<file path="src/rtl/rv32_pkg.sv">
// RV32I encoding constants shared by the instruction encoder and the decoders:
// request format codes, major opcodes and the OP-IMM shift funct3 codes.
package rv32_pkg;

    // Request format selector carried on i_fmt
    typedef enum logic [2:0] {
        FMT_LOAD   = 3'd0,
        FMT_STORE  = 3'd1,
        FMT_JAL    = 3'd2,
        FMT_JALR   = 3'd3,
        FMT_BRANCH = 3'd4,
        FMT_LUI    = 3'd5,
        FMT_AUIPC  = 3'd6,
        FMT_OP_IMM = 3'd7
    } fmt_e;

    // Major opcodes, bits [6:0] of every RV32I word
    localparam logic [6:0] OPC_LOAD   = 7'b0000011;
    localparam logic [6:0] OPC_STORE  = 7'b0100011;
    localparam logic [6:0] OPC_JAL    = 7'b1101111;
    localparam logic [6:0] OPC_JALR   = 7'b1100111;
    localparam logic [6:0] OPC_BRANCH = 7'b1100011;
    localparam logic [6:0] OPC_LUI    = 7'b0110111;
    localparam logic [6:0] OPC_AUIPC  = 7'b0010111;
    localparam logic [6:0] OPC_OP_IMM = 7'b0010011;

    // OP-IMM funct3 values that carry a shift amount instead of an immediate
    localparam logic [2:0] F3_SLLI = 3'b001;
    localparam logic [2:0] F3_SRXI = 3'b101;

    // Opcode for a request format
    function automatic logic [6:0] fmt_opcode(input fmt_e fmt);
        logic [6:0] op;
        case (fmt)
            FMT_LOAD:   op = OPC_LOAD;
            FMT_STORE:  op = OPC_STORE;
            FMT_JAL:    op = OPC_JAL;
            FMT_JALR:   op = OPC_JALR;
            FMT_BRANCH: op = OPC_BRANCH;
            FMT_LUI:    op = OPC_LUI;
            FMT_AUIPC:  op = OPC_AUIPC;
            FMT_OP_IMM: op = OPC_OP_IMM;
            default:    op = OPC_OP_IMM;
        endcase
        return op;
    endfunction

    // True when an OP-IMM funct3 selects one of the shift instructions
    function automatic logic is_shift_f3(input logic [2:0] funct3);
        return (funct3 == F3_SLLI) || (funct3 == F3_SRXI);
    endfunction

endpackage

</file>
<file path="src/rtl/instr_pack.sv">
// Combinational RV32I field packer with immediate range checker.
// Range checking exists only when INSTR_ENCODE_RANGE_CHECK_EN is defined;
// otherwise range_err is a constant 0 and no check logic is built.
module instr_pack
    import rv32_pkg::*;
(
    input  logic [2:0]  fmt,
    input  logic [2:0]  funct3,
    input  logic [6:0]  funct7,
    input  logic [4:0]  rd,
    input  logic [4:0]  rs1,
    input  logic [4:0]  rs2,
    input  logic [31:0] imm,
    output logic [31:0] instr,
    output logic        range_err
);

    fmt_e        fmt_s;
    logic [6:0]  opcode_s;
    logic        shift_s;
    logic [31:0] instr_s;

    assign fmt_s    = fmt_e'(fmt);
    assign opcode_s = fmt_opcode(fmt_s);
    assign shift_s  = is_shift_f3(funct3);

    // Field packing; out-of-range immediates are simply truncated into the fields
    always_comb begin
        instr_s = 32'd0;
        case (fmt_s)
            FMT_LOAD, FMT_JALR: begin
                instr_s = {imm[11:0], rs1, funct3, rd, opcode_s};
            end
            FMT_OP_IMM: begin
                if (shift_s) begin
                    instr_s = {funct7, imm[4:0], rs1, funct3, rd, opcode_s};
                end else begin
                    instr_s = {imm[11:0], rs1, funct3, rd, opcode_s};
                end
            end
            FMT_STORE: begin
                instr_s = {imm[11:5], rs2, rs1, funct3, imm[4:0], opcode_s};
            end
            FMT_BRANCH: begin
                instr_s = {imm[12], imm[10:5], rs2, rs1, funct3, imm[4:1], imm[11], opcode_s};
            end
            FMT_JAL: begin
                instr_s = {imm[20], imm[10:1], imm[11], imm[19:12], rd, opcode_s};
            end
            FMT_LUI, FMT_AUIPC: begin
                instr_s = {imm[31:12], rd, opcode_s};
            end
            default: begin
                instr_s = {imm[11:0], rs1, funct3, rd, opcode_s};
            end
        endcase
    end

    assign instr = instr_s;

`ifdef INSTR_ENCODE_RANGE_CHECK_EN
    // True when value is representable as a two's-complement number of 'bits' bits
    function automatic logic fits_signed(input logic [31:0] value, input int unsigned bits);
        logic signed [31:0] lo;
        logic signed [31:0] hi;
        lo = -(32'sd1 <<< (bits - 32'd1));
        hi = (32'sd1 <<< (bits - 32'd1)) - 32'sd1;
        return ($signed(value) >= lo) && ($signed(value) <= hi);
    endfunction

    logic range_err_s;

    // Per-format check that the immediate survives packing unchanged
    always_comb begin
        range_err_s = 1'b0;
        case (fmt_s)
            FMT_LOAD, FMT_STORE, FMT_JALR: begin
                range_err_s = !fits_signed(imm, 32'd12);
            end
            FMT_OP_IMM: begin
                if (shift_s) begin
                    range_err_s = (imm[31:5] != 27'd0);
                end else begin
                    range_err_s = !fits_signed(imm, 32'd12);
                end
            end
            FMT_BRANCH: begin
                range_err_s = !fits_signed(imm, 32'd13) || imm[0];
            end
            FMT_JAL: begin
                range_err_s = !fits_signed(imm, 32'd21) || imm[0];
            end
            FMT_LUI, FMT_AUIPC: begin
                range_err_s = (imm[11:0] != 12'd0);
            end
            default: begin
                range_err_s = 1'b0;
            end
        endcase
    end

    assign range_err = range_err_s;
`else
    assign range_err = 1'b0;
`endif

endmodule

</file>
<file path="src/rtl/instr_encode.sv">
// Two-stage RV32I instruction encoder feeding an instruction-memory loader.
// Stage 1 holds the accepted request, stage 2 holds the packed word, its byte
// address and the range flag. Optional feature macro: INSTR_ENCODE_RANGE_CHECK_EN
// (enables immediate range checking; without it o_range_err is always 0).
module instr_encode
    import rv32_pkg::*;
#(
    parameter int          ADDR_W    = 10,
    parameter int unsigned BASE_ADDR = 32'd0
) (
    input  logic              i_clk,
    input  logic              i_rst,
    input  logic              i_valid,
    output logic              o_ready,
    input  logic [2:0]        i_fmt,
    input  logic [2:0]        i_funct3,
    input  logic [6:0]        i_funct7,
    input  logic [4:0]        i_rd,
    input  logic [4:0]        i_rs1,
    input  logic [4:0]        i_rs2,
    input  logic [31:0]       i_imm,
    output logic              o_valid,
    input  logic              i_ready,
    output logic [31:0]       o_instr,
    output logic [ADDR_W-1:0] o_addr,
    output logic              o_range_err
);

    localparam logic [ADDR_W-1:0] BASE_C = ADDR_W'(BASE_ADDR);
    localparam logic [ADDR_W-1:0] STEP_C = ADDR_W'(32'd4);

    // Stage 1 request registers
    logic              s1_valid_r;
    logic [2:0]        s1_fmt_r;
    logic [2:0]        s1_funct3_r;
    logic [6:0]        s1_funct7_r;
    logic [4:0]        s1_rd_r;
    logic [4:0]        s1_rs1_r;
    logic [4:0]        s1_rs2_r;
    logic [31:0]       s1_imm_r;

    // Address of the next word to leave the block
    logic [ADDR_W-1:0] addr_cnt_r;

    logic              accept_s;
    logic              xfer_s;
    logic              advance_s;
    logic [ADDR_W-1:0] load_addr_s;
    logic [31:0]       pack_instr_s;
    logic              pack_err_s;

    // Ready stays high through reset so the upstream never sees a stall there
    assign o_ready     = i_rst || !s1_valid_r || !o_valid || i_ready;
    assign accept_s    = i_valid && o_ready;
    assign xfer_s      = o_valid && i_ready;
    assign advance_s   = s1_valid_r && (!o_valid || i_ready);
    // A word entering stage 2 during a transfer follows the departing word
    assign load_addr_s = xfer_s ? (addr_cnt_r + STEP_C) : addr_cnt_r;

    instr_pack u_instr_pack (
        .fmt       (s1_fmt_r),
        .funct3    (s1_funct3_r),
        .funct7    (s1_funct7_r),
        .rd        (s1_rd_r),
        .rs1       (s1_rs1_r),
        .rs2       (s1_rs2_r),
        .imm       (s1_imm_r),
        .instr     (pack_instr_s),
        .range_err (pack_err_s)
    );

    // Stage 1: capture an accepted request, empty when it moves to stage 2
    always_ff @(posedge i_clk) begin
        if (i_rst) begin
            s1_valid_r  <= 1'b0;
            s1_fmt_r    <= 3'd0;
            s1_funct3_r <= 3'd0;
            s1_funct7_r <= 7'd0;
            s1_rd_r     <= 5'd0;
            s1_rs1_r    <= 5'd0;
            s1_rs2_r    <= 5'd0;
            s1_imm_r    <= 32'd0;
        end else if (accept_s) begin
            s1_valid_r  <= 1'b1;
            s1_fmt_r    <= i_fmt;
            s1_funct3_r <= i_funct3;
            s1_funct7_r <= i_funct7;
            s1_rd_r     <= i_rd;
            s1_rs1_r    <= i_rs1;
            s1_rs2_r    <= i_rs2;
            s1_imm_r    <= i_imm;
        end else if (advance_s) begin
            s1_valid_r  <= 1'b0;
        end else begin
            s1_valid_r  <= s1_valid_r;
        end
    end

    // Stage 2: register packed word; data is frozen while stalled
    always_ff @(posedge i_clk) begin
        if (i_rst) begin
            o_valid     <= 1'b0;
            o_instr     <= 32'd0;
            o_addr      <= BASE_C;
            o_range_err <= 1'b0;
        end else if (advance_s) begin
            o_valid     <= 1'b1;
            o_instr     <= pack_instr_s;
            o_addr      <= load_addr_s;
            o_range_err <= pack_err_s;
        end else if (xfer_s) begin
            o_valid     <= 1'b0;
        end else begin
            o_valid     <= o_valid;
        end
    end

    // Address counter: steps by one word per completed output transfer
    always_ff @(posedge i_clk) begin
        if (i_rst) begin
            addr_cnt_r <= BASE_C;
        end else if (xfer_s) begin
            addr_cnt_r <= addr_cnt_r + STEP_C;
        end else begin
            addr_cnt_r <= addr_cnt_r;
        end
    end

endmodule
</file>
<file path="config.mk">
export PLATFORM = sky130hd
export DESIGN_NAME = instr_encode
export DESIGN_NICKNAME = d
export VERILOG_FILES = /design/src/rtl/rv32_pkg.sv /design/src/rtl/instr_pack.sv /design/src/rtl/instr_encode.sv
export SDC_FILE = /design/constraint.sdc
export NUM_CORES = 1
export LEC_CHECK = 0
export ABC_AREA = 0
export CORE_ASPECT_RATIO = 1.5
export CORE_MARGIN = 1
export CORE_UTILIZATION = 49
export CTS_CLUSTER_SIZE = 25
export DETAILED_ROUTE_END_ITERATION = 16
export PLACE_DENSITY_LB_ADDON = 0.08
export SKIP_CTS_REPAIR_TIMING = 1
export SYNTH_ARGS = -nofsm -noshare
export SYNTH_HDL_FRONTEND = slang
export SYNTH_SLANG_ARGS = --single-unit
</file>
<file path="constraint.sdc">
create_clock -name i_clk -period 2.2 [get_ports i_clk]
set_clock_uncertainty 0.1 [all_clocks]
set_input_delay 0.22 -clock i_clk [delete_from_list [all_inputs] [get_ports i_clk]]
set_output_delay 0.22 -clock i_clk [all_outputs]
set_load 0.03 [all_outputs]
</file>
==> key figures <==
Logic synthesis
  • Register area share after synthesis: ~50%
  • Avg Cell Area, Syn: 8.34 sq um
  • Post-synth top area share: 49.9%
  • Multiplexer area fraction after synthesis: 4.03%
  • Cells after synthesis: 548
  • Post-synth top flop: dfxtp_1
  • Post-Synth Simple-Gate Area: 19.6%
  • Post-synth ARST share: 0%
  • Yosys reg bits: ~110
  • Post-synthesis xor/xnor area fraction: 1.73%
  • Synth cell types: 46
  • Yosys warns: 0
  • Post-synth EDFFs: 0
  • Synth Area in Adders: less than 1%
  • Synth Area in Compound Gates: around 18%
  • Synth top cells by count: nand2_1 (137), dfxtp_1 (114), a21oi_1 (74)
  • Count leader, synth: nand2_1
  • Yosys top cell by area: dfxtp_1
  • Largest family of logic cells by synthesized area: simple AND/OR/NAND/NOR gates
  • Synth top area cells: dfxtp_1 (50%), nand2_1 (11%), a21oi_1 (8.1%)
  • Synthesized area: 4570 sq um

Final layout
  • Share of layout cells above drive strength 1: 8.36%
  • Fillers: 773
  • Final Util: 69.6%
  • Reg area: roughly 2300 sq um
  • P&R area growth vs syn: 36.1%
  • ANT cells: 0
  • Footprint of the multi-input gates: 2040 sq um
  • Nets: 713

Floorplan
  • # IOs: between 100 and 150
  • Die Y: between 100 and 150 microns
  • Die area: 9720 sq um
  • Core Area: 8930 sq um
  • Initial Util: 51.1%
  • Die X-Extent: between 80 and 90 microns
  • # rows: between 40 and 50

Setup path
  • Worst path cell trace: inv_1, a21oi_1, a21oi_1, or2_1, ha_1, a21o_1
  • Crit path launch: s1_fmt_r[1]
  • CP peak stage delay: slightly below 0.7 ns
  • Crit-path max FO: 16
  • WP data arrival: 2.21 ns
  • Crit Path Category: reg -> reg
  • Critical Path Source Type: flop
  • Critical path required time: roughly 2.4 ns
  • CP dominant cell by count: a21oi_1
  • Critical Path Sink Type: flop
  • Slowest CP cell: dfxtp_1
  • FF-to-FF Start: s1_fmt_r[1]

Global route
  • First-pass GRT wire length: 17,900 microns
  • Vias in the first global route: 3,911
  • Initial antenna violation count: 0
  • Total track usage: 24.1%
  • Overflow after GRT: 0
  • Largest net degree at the start of global routing: 63

STA
  • Fin crit share: about 90%
  • Worst slew pin tran: 0.619 ns
  • Final hold violation count: 0
  • # setup viols final: 0
  • Minimum clock period: 2.01 ns
  • Max Clock Freq: between 400 and 500 MHz
  • Slew Viols, Final: 0
  • Final setup TNS: 0 ns
  • RSZ-0062 raised after global routing: false
  • Relative slew slack: 58.8%

Drt
  • Iteration-0 DRC Markers: 177
  • WL final: 10,800 microns
  • DR vias: about 4.0k
  • 1st-pass router iterations: 4
  • Final ANT Viol Nets: 0
  • DR DRC count: 0
  • Routed length per instance: 14.1 microns
  • DR vias/cell: approximately 5.3

Worst hold path
  • HP Start: i_imm[25]
  • Worst min path class: in -> reg

Clocking
  • H-tree Lvls: 4
  • Reg clk slew, reported paths: 0.05 ns
  • TritonCTS Buffers: 17
  • CTS root buffer: clkbuf_16
  • Total clock sinks: between 100 and 150
  • Clk_lat worst skew: ~0.41 ns
  • Largest buffer count on any clock path: 2
  • CTS tree: done

Placement
  • Final weighted congestion of routability-driven global placement: 0.846
  • HPWL after detailed placement: 7450 microns
  • IO buf count: ~110

Power and ir drop
  • Max rail drop VDD: approximately 0.60 mV
  • Pwr Density: a little under 900 nW/um^2
  • Static leakage: ~2.3 nW

Outcome
  • Outcome: finished, final reports clean

Flow run
  • Max Cap Violations: 0
metrics by stage:
stage	total power, mW	cells	hold WS [ns]	setup WS, ns	area [sq um]
after floorplan	2.69	550	0.201	0.122	4580
after global placement	2.96	737	0.339	0.0474	5670
after detailed placement	2.98	737	0.334	-0.0406	5670
after CTS	5.44	768	0.252	0.213	6220
after global routing	5.62	768	0.263	0.0492	6220
final	5.40	768	0.258	0.194	6220
report_power, final:
group | switching (mW) | internal [mW] | total [mW]
Clock | 0.857 | 1.60 | 2.46
Sequential | 0.0774 | 2.19 | 2.26
Combinational | 0.360 | 0.313 | 0.673
cells by family after synthesis:
logic type,Yosys count
AND/OR/NAND/NOR,216
AO/OA/AOI/OAI,134
flip-flops,114
buffers and inverters,53
multiplexers,18
XOR/XNOR,9
adder cells (fa/ha/maj),3
other,1
routing by layer:
metal | up-vias | track usage, % | part of all wire, %
li1 | 2058 | - | -
met1 | 1857 | 27.9 | 43
met2 | 110 | 39.9 | 51
met3 | 19 | 7.77 | 4.6
met4 | 0 | 10.3 | 2.0
met5 | - | 0 | 0
state kept, by name, summed over array words and instances, names as in the netlist, 3 cells and up:
| register | count |
|---|---|
| s1_funct7_r | 7 |
| addr_cnt_r | 8 |
| s1_funct3_r | 3 |
| s1_rs2_r | 5 |
| u_instr_pack.opcode_s | 5 |
| o_addr | 8 |
| s1_imm_r | 32 |
| s1_fmt_r | 3 |
| s1_rs1_r | 5 |
| o_instr | 31 |
| s1_rd_r | 5 |
cells in the final DEF (no fill, tap or decap), drive strengths merged, types with 4 or more instances in the layout:
cell type,count
a211oi,31
a21oi,75
a221oi,4
a22oi,6
and2,4
buf,18
clkbuf,27
clkdlybuf4s50,103
dfxtp,114
inv,9
mux2i,15
nand2,138
nand3,7
nor2,50
nor2b,4
o21ai,5
xnor2,6
layout make-up:
cell class	count	share of cell area, %
clock inverter	4	0.362
sequential	114	36.7
timing repair buffer	121	19.0
tap	110	2.21
multi-input combinational	383	32.8
clock buffer	27	8.41
inverter	9	0.543
final timing paths:
| path | slack, ns | to | depth (start not counted) |
|---|---|---|---|
| hold / removal | 0.26 | s1_imm_r[25] | 3 |
| setup reg to reg | 0.19 | u_instr_pack.opcode_s[2] | 6 |
| hold reg to reg | 0.35 | s1_rs1_r[1] | 2 |
| setup / recovery | 0.19 | u_instr_pack.opcode_s[2] | 6 |
worst max-delay path: cells and delay by family (launching register included):
kind,cells,cell delay (ns)
flip-flops,1,0.69
AO/OA/AOI/OAI,3,0.39
adder cells (fa/ha/maj),1,0.31
AND/OR/NAND/NOR,1,0.24
buffers and inverters,1,0.17
(Power assumes the default switching activity.)
